`src/rtl/eio_bridge_pkg.sv`:
```
// eio_bridge_pkg: register map, isolation state encoding and STAT layout for the embedded I/O bridge
package eio_bridge_pkg;
  localparam logic [2:0] A_TX   = 3'd0;
  localparam logic [2:0] A_RX   = 3'd1;
  localparam logic [2:0] A_DIR  = 3'd2;
  localparam logic [2:0] A_PEND = 3'd3;
  localparam logic [2:0] A_MASK = 3'd4;
  localparam logic [2:0] A_STAT = 3'd5;
  typedef enum logic [1:0] {ISOL = 2'd0, WAIT = 2'd1, RUN = 2'd2} state_t;
  localparam int STAT_STATE_LSB = 0;
  localparam int STAT_ISOL_N    = 2;
  localparam int STAT_EDGE_EN   = 3;
endpackage

```
`src/rtl/eio_sync.sv`:
```
// eio_sync: W-wide, STAGES-deep resettable flop chain for fabric-driven signals
module eio_sync #(
  parameter int W      = 8,
  parameter int STAGES = 2
) (
  input  logic         clk,
  input  logic         reset,
  input  logic [W-1:0] d,
  output logic [W-1:0] q
);
  logic [W-1:0] stage_q [STAGES];
  logic [W-1:0] stage_d [STAGES];
  always_comb begin
    stage_d[0] = d;
    for (int i = 1; i < STAGES; i++) stage_d[i] = stage_q[i-1];
  end
  always_ff @(posedge clk) begin
    for (int i = 0; i < STAGES; i++) stage_q[i] <= reset ? '0 : stage_d[i];
  end
  assign q = stage_q[STAGES-1];
endmodule

```
`src/rtl/soc_eio_bridge.sv`:
```
// soc_eio_bridge: SoC-side register port, isolation release sequencer and edge-capture for the fabric I/O array
module soc_eio_bridge
  import eio_bridge_pkg::*;
#(
  parameter int NUM_IO      = 8,
  parameter int HOLD_CYCLES = 16,
  parameter int SYNC_STAGES = 2
) (
  input  logic              clk,
  input  logic              reset,
  input  logic              CONFIG_DONE,
  input  logic [NUM_IO-1:0] SOC_OUT,
  input  logic [NUM_IO-1:0] SOC_DIR,
  output logic [NUM_IO-1:0] SOC_IN,
  output logic              IO_ISOL_N,
  input  logic              reg_req,
  input  logic              reg_we,
  input  logic [2:0]        reg_addr,
  input  logic [31:0]       reg_wdata,
  output logic              reg_ack,
  output logic [31:0]       reg_rdata,
  output logic              irq
);
  localparam int CW = HOLD_CYCLES > 1 ? $clog2(HOLD_CYCLES) : 1;
  localparam int SW = $clog2(SYNC_STAGES + 2);
  state_t state_q, state_d;
  logic [CW-1:0] cnt_q, cnt_d;
  logic [SW-1:0] settle_q, settle_d;
  logic [NUM_IO-1:0] out_s, dir_s, out_p_q, out_p_d;
  logic [NUM_IO-1:0] tx_q, tx_d, pend_q, pend_d, mask_q, mask_d;
  logic [31:0] rdata_q, rdata_d, rd_mux, stat;
  logic ack_q, ack_d, irq_q, irq_d, isol_n, edge_en, wr;
  logic unused_wdata;

  eio_sync #(.W(NUM_IO), .STAGES(SYNC_STAGES)) u_sync_out (
    .clk(clk), .reset(reset), .d(SOC_OUT), .q(out_s)
  );
  eio_sync #(.W(NUM_IO), .STAGES(SYNC_STAGES)) u_sync_dir (
    .clk(clk), .reset(reset), .d(SOC_DIR), .q(dir_s)
  );

  always_ff @(posedge clk) begin
    if (reset) begin
      state_q <= ISOL;
      cnt_q   <= '0;
    end else begin
      state_q <= state_d;
      cnt_q   <= cnt_d;
    end
  end

  // Losing CONFIG_DONE in any state drops straight back to isolation
  always_comb begin
    state_d = !CONFIG_DONE ? ISOL :
              state_q == ISOL ? WAIT :
              (state_q == RUN || (state_q == WAIT && cnt_q == CW'(HOLD_CYCLES - 1))) ? RUN : WAIT;
    cnt_d   = (state_q == WAIT && state_d == WAIT) ? cnt_q + CW'(1) : '0;
  end

  always_comb begin
    isol_n   = state_q == RUN;
    edge_en  = settle_q == SW'(SYNC_STAGES + 1);
    settle_d = (state_q == RUN && state_d == RUN) ? (edge_en ? settle_q : settle_q + SW'(1)) : '0;
  end

  always_comb begin
    wr      = reg_req && reg_we;
    out_p_d = out_s;
    tx_d    = (wr && reg_addr == A_TX) ? reg_wdata[NUM_IO-1:0] : tx_q;
    mask_d  = (wr && reg_addr == A_MASK) ? reg_wdata[NUM_IO-1:0] : mask_q;
    // A new rising edge overrides a simultaneous write-one-to-clear
    pend_d  = (pend_q & ~((wr && reg_addr == A_PEND) ? reg_wdata[NUM_IO-1:0] : '0))
            | ({NUM_IO{edge_en}} & ~dir_s & out_s & ~out_p_q);
    irq_d   = |(pend_q & mask_q);
    ack_d   = reg_req;
    stat    = '0;
    stat[STAT_STATE_LSB +: 2] = state_q;
    stat[STAT_ISOL_N]  = isol_n;
    stat[STAT_EDGE_EN] = edge_en;
    rd_mux  = reg_addr == A_TX   ? 32'(tx_q)   :
              reg_addr == A_RX   ? 32'(out_s)  :
              reg_addr == A_DIR  ? 32'(dir_s)  :
              reg_addr == A_PEND ? 32'(pend_q) :
              reg_addr == A_MASK ? 32'(mask_q) :
              reg_addr == A_STAT ? stat : '0;
    rdata_d = (reg_req && !reg_we) ? rd_mux : '0;
  end

  always_ff @(posedge clk) begin
    if (reset) begin
      settle_q <= '0;
      out_p_q  <= '0;
      tx_q     <= '0;
      mask_q   <= '0;
      pend_q   <= '0;
      irq_q    <= 1'b0;
      ack_q    <= 1'b0;
      rdata_q  <= '0;
    end else begin
      settle_q <= settle_d;
      out_p_q  <= out_p_d;
      tx_q     <= tx_d;
      mask_q   <= mask_d;
      pend_q   <= pend_d;
      irq_q    <= irq_d;
      ack_q    <= ack_d;
      rdata_q  <= rdata_d;
    end
  end

  assign unused_wdata = ^reg_wdata;
  assign SOC_IN    = tx_q;
  assign IO_ISOL_N = isol_n;
  assign reg_ack   = ack_q;
  assign reg_rdata = rdata_q;
  assign irq       = irq_q;
endmodule
```
`config.mk`:
```
export PLATFORM = sky130hd
export DESIGN_NAME = soc_eio_bridge
export DESIGN_NICKNAME = d
export VERILOG_FILES = /design/src/rtl/eio_bridge_pkg.sv /design/src/rtl/eio_sync.sv /design/src/rtl/soc_eio_bridge.sv
export SDC_FILE = /design/constraint.sdc
export NUM_CORES = 1
export LEC_CHECK = 0
export CAP_MARGIN = 20
export CELL_PAD_IN_SITES_DETAIL_PLACEMENT = 1
export CELL_PAD_IN_SITES_GLOBAL_PLACEMENT = 2
export CORE_UTILIZATION = 30
export DETAILED_ROUTE_END_ITERATION = 7
export GPL_ROUTABILITY_DRIVEN = 1
export GPL_TIMING_DRIVEN = 0
export PLACE_DENSITY_LB_ADDON = 0.1
export RECOVER_POWER = 100
export SETUP_SLACK_MARGIN = 0.02
export SYNTH_ARGS = -nofsm -noshare
export SYNTH_HDL_FRONTEND = slang
export SYNTH_HIERARCHICAL = 1
export SYNTH_SLANG_ARGS = --single-unit
```
`constraint.sdc`:
```
create_clock -name clk -period 4.11 [get_ports clk]
set_input_delay 1.233 -clock clk [delete_from_list [all_inputs] [get_ports clk]]
set_output_delay 1.233 -clock clk [all_outputs]
set_load 0.05 [all_outputs]
```
==> impl_results.md <==
- Critical path endpoint category: output pin
- Ys flop type: dfxtp_1
- EDFF count, synth: 0
- Highest net fanout along the worst path: 5
- Hold path depth: 1
- Largest net degree at the start of global routing: 16
- Post-CTS setup repair buffer count: 0
- Share of Yosys cell area claimed by the top area cell type: 0.4885
- Initial antenna violation count: 0
- Fin crit period: between 3 and 4 ns
- R2R Setup Slk: around 2.5 ns
- Clock Tree Buf Depth: 2
- Routed WL per cell: 14.60 um
- Max Fclk: 321.8 MHz
- Row count: 38
- WHS Endpoint: u_sync_out/stage_q[0][10]
- Critical Path AT: 1.87 ns
- Worst Tran Pin Value: roughly 0.77 ns
- Ys Warns: 6
- H-tree depth: 3
- Die Ht: approximately 110 um
- Vias in the first global route: ~2.6k
- Synth unique cells: 40
- Pwr Total: 1.578 mW
- DRT Pass-1 Iters: 4
- Final Util: 0.3932
- Area contributors post-synth: dfxtp_1, buf_4, mux2i_1
- Min-delay src: u_sync_out/stage_q[0][2]
- Initial core utilization: 0.3087
- Total negative slack: 0 ns
- Critical path type: register to output pin
- Total wire length: 8363 um
- Share of post-route cells with drive strength above 1: 0.1778
- Hold Buf Count CTS: 0
- Die Wd: 107.8 um
- Crit path launch type: register
- DR vias/cell: 4.457
- RSZ-0062 raised after global routing: false
- PwrDens: 368.6 nW/um^2
- Hold Vio Cnt, Final: 0
- Slew margin rel.: 0.4851
- CTS sink count: 82
- Port bufs: 49
- Commonest cells post-synth: dfxtp_1, nor2_1, a21oi_1, buf_4
- Source-to-sink clock delay at the later pin of the worst-skew pair: 0.35 ns
- HPWL after DPL: 6398 um
- # diodes: 0
- First-pass GRT wire length: approximately 14000 um
- Async SR Flop Fraction: 0
- Fin crit share: 0.7561
- Clock transition at path regs: 0.08 ns
- Reg2reg end: reg_rdata[3]
- Synth Register Bits: between 80 and 90
- P_leak: between 1.5 and 2 nW
- Grt ovf: 0
- Root Driver: clkbuf_8
- R2R Path Start: settle_q[0]
- Post-CTS Resized: 0
- Die area: 11630 um^2
- Max Cap Viol: 0
- CTS tree: built
- Max Slew Vio Count: 0
- Reg2reg path depth: 6
- Run status: finished clean
- GP Congestion: roughly 0.76
- TritonCTS buffer count: 9
- DR iter-0 viols: just over 70
- Layout Nets: 487
- Synth Cell Area: ~3400 um^2
- Total GRT Usage: 0.1615
- Detailed-route DRC error count: 0
- Area leader, netlist: dfxtp_1
- Seq/Total Area, Yosys: 0.4885
- Worst hold path type: register to register
- Avg Synthesized Cell Area: 9.713 um^2
- Area growth from synthesis to layout: 27.40%
- # IOs: 99
- Gate Count Post-Synth: 346
- Worst vdd ir: 123.4 uV
- Worst endpoint required time: around 2.9 ns
- Via count: 2554
- ANT nets after route: 0
- Core ar.: between 10000 and 15000 um^2
- Skew final: 0.004513 ns
- Most common cell in the netlist: dfxtp_1
- Final Setup Violations: 0
[critical path, stage by stage (launching register included)]
cell and delay (ns):
dfxtp_1 0.33, nand2b_1 0.24, inv_1 0.08, dlygate4sd3_1 0.87
[per-stage QoR]
stage | instances | setup WS [ns] | cell area, um^2 | hold slack, ns
3_3_place_gp | 558 | 0.6296 | 4113 | 0.4266
3_5_place_dp | 558 | 0.6600 | 4113 | 0.4270
5_1_grt | 573 | 0.8466 | 4282 | 0.4730
6_report | 573 | 1.002 | 4282 | 0.4457
4_1_cts | 573 | 1.024 | 4297 | 0.4505
2_1_floorplan | 369 | 1.804 | 3447 | 0.4138
[kinds of logic after synthesis]
group,count (synthesis),share of synthesized area
muxes,20,0.06068
and+or+nand+nor,128,0.2494
xor gates and xnor gates,2,0.005213
adders and majority gates,2,0.007445
buffers and inverters,61,0.1035
DFF,82,0.4885
AOI/OAI and AO/OA,50,0.08414
other,1,0.001116
[how the worst max path moves through the flow]
stage | startpoint | endpoint | slack, ns
6_report | state_q[0] | IO_ISOL_N | 1.00
3_5_place_dp | reset | reg_rdata[0] | 0.66
2_1_floorplan | reg_addr[1] | SOC_IN[2] | 1.80
5_1_grt | reset | reg_rdata[2] | 0.85
4_1_cts | state_q[0] | IO_ISOL_N | 1.02
3_3_place_gp | reset | reg_rdata[0] | 0.63
[where the power goes]
| group | internal (mW) | leakage, nW | switching, mW |
|---|---|---|---|
| logic | 0.0771 | 1.04 | 0.117 |
| registers | 0.815 | 0.669 | 0.00895 |
| clock network | 0.276 | 0.0921 | 0.284 |
| total | 1.17 | 1.80 | 0.410 |
[registers in the layout (all words and copies together) (netlist names), 4 cells and up]
name and count:
mask_q 8, u_sync_dir/stage_q 16, reg_rdata 8, out_p_q 8, cnt_q 4, SOC_IN 8
pend_q 8, u_sync_out/stage_q 16
[final cells by class]
class | instances | area (um^2)
clock inverter | 5 | 56.30
inverter | 20 | 75.07
fill | 1283 | 6606
timing repair buffer | 49 | 490.5
tap | 140 | 175.2
buffer | 41 | 257.7
sequential | 82 | 1642
clock buffer | 10 | 127.6
multi-input combinational | 226 | 1458
[placed cells by master, fill, tap and decap left out, types with 4 or more instances in the layout]
master / n
nand4b_1: 4
dlygate4sd3_1: 20
o21ai_0: 12
nor3_1: 7
nand2_1: 7
nand3_1: 5
buf_2: 5
clkbuf_1: 12
nor2_1: 27
clkbuf_8: 9
or4bb_1: 4
and2b_2: 12
nor2b_2: 14
nor2b_1: 20
a21oi_1: 24
mux2i_1: 17
clkdlybuf4s50_1: 29
nand4_1: 7
conb_1: 24
dfxtp_1: 82
inv_1: 20
nand2b_1: 9
o22ai_1: 4
a22oi_1: 4
buf_4: 24
[layer usage]
metal,global-route usage,part of all wire
met1,0.2178,0.48
met2,0.2477,0.45
met4,0.05773,0.014
met5,0,0
met3,0.04116,0.054
Power figures use the tool's default switching activity.
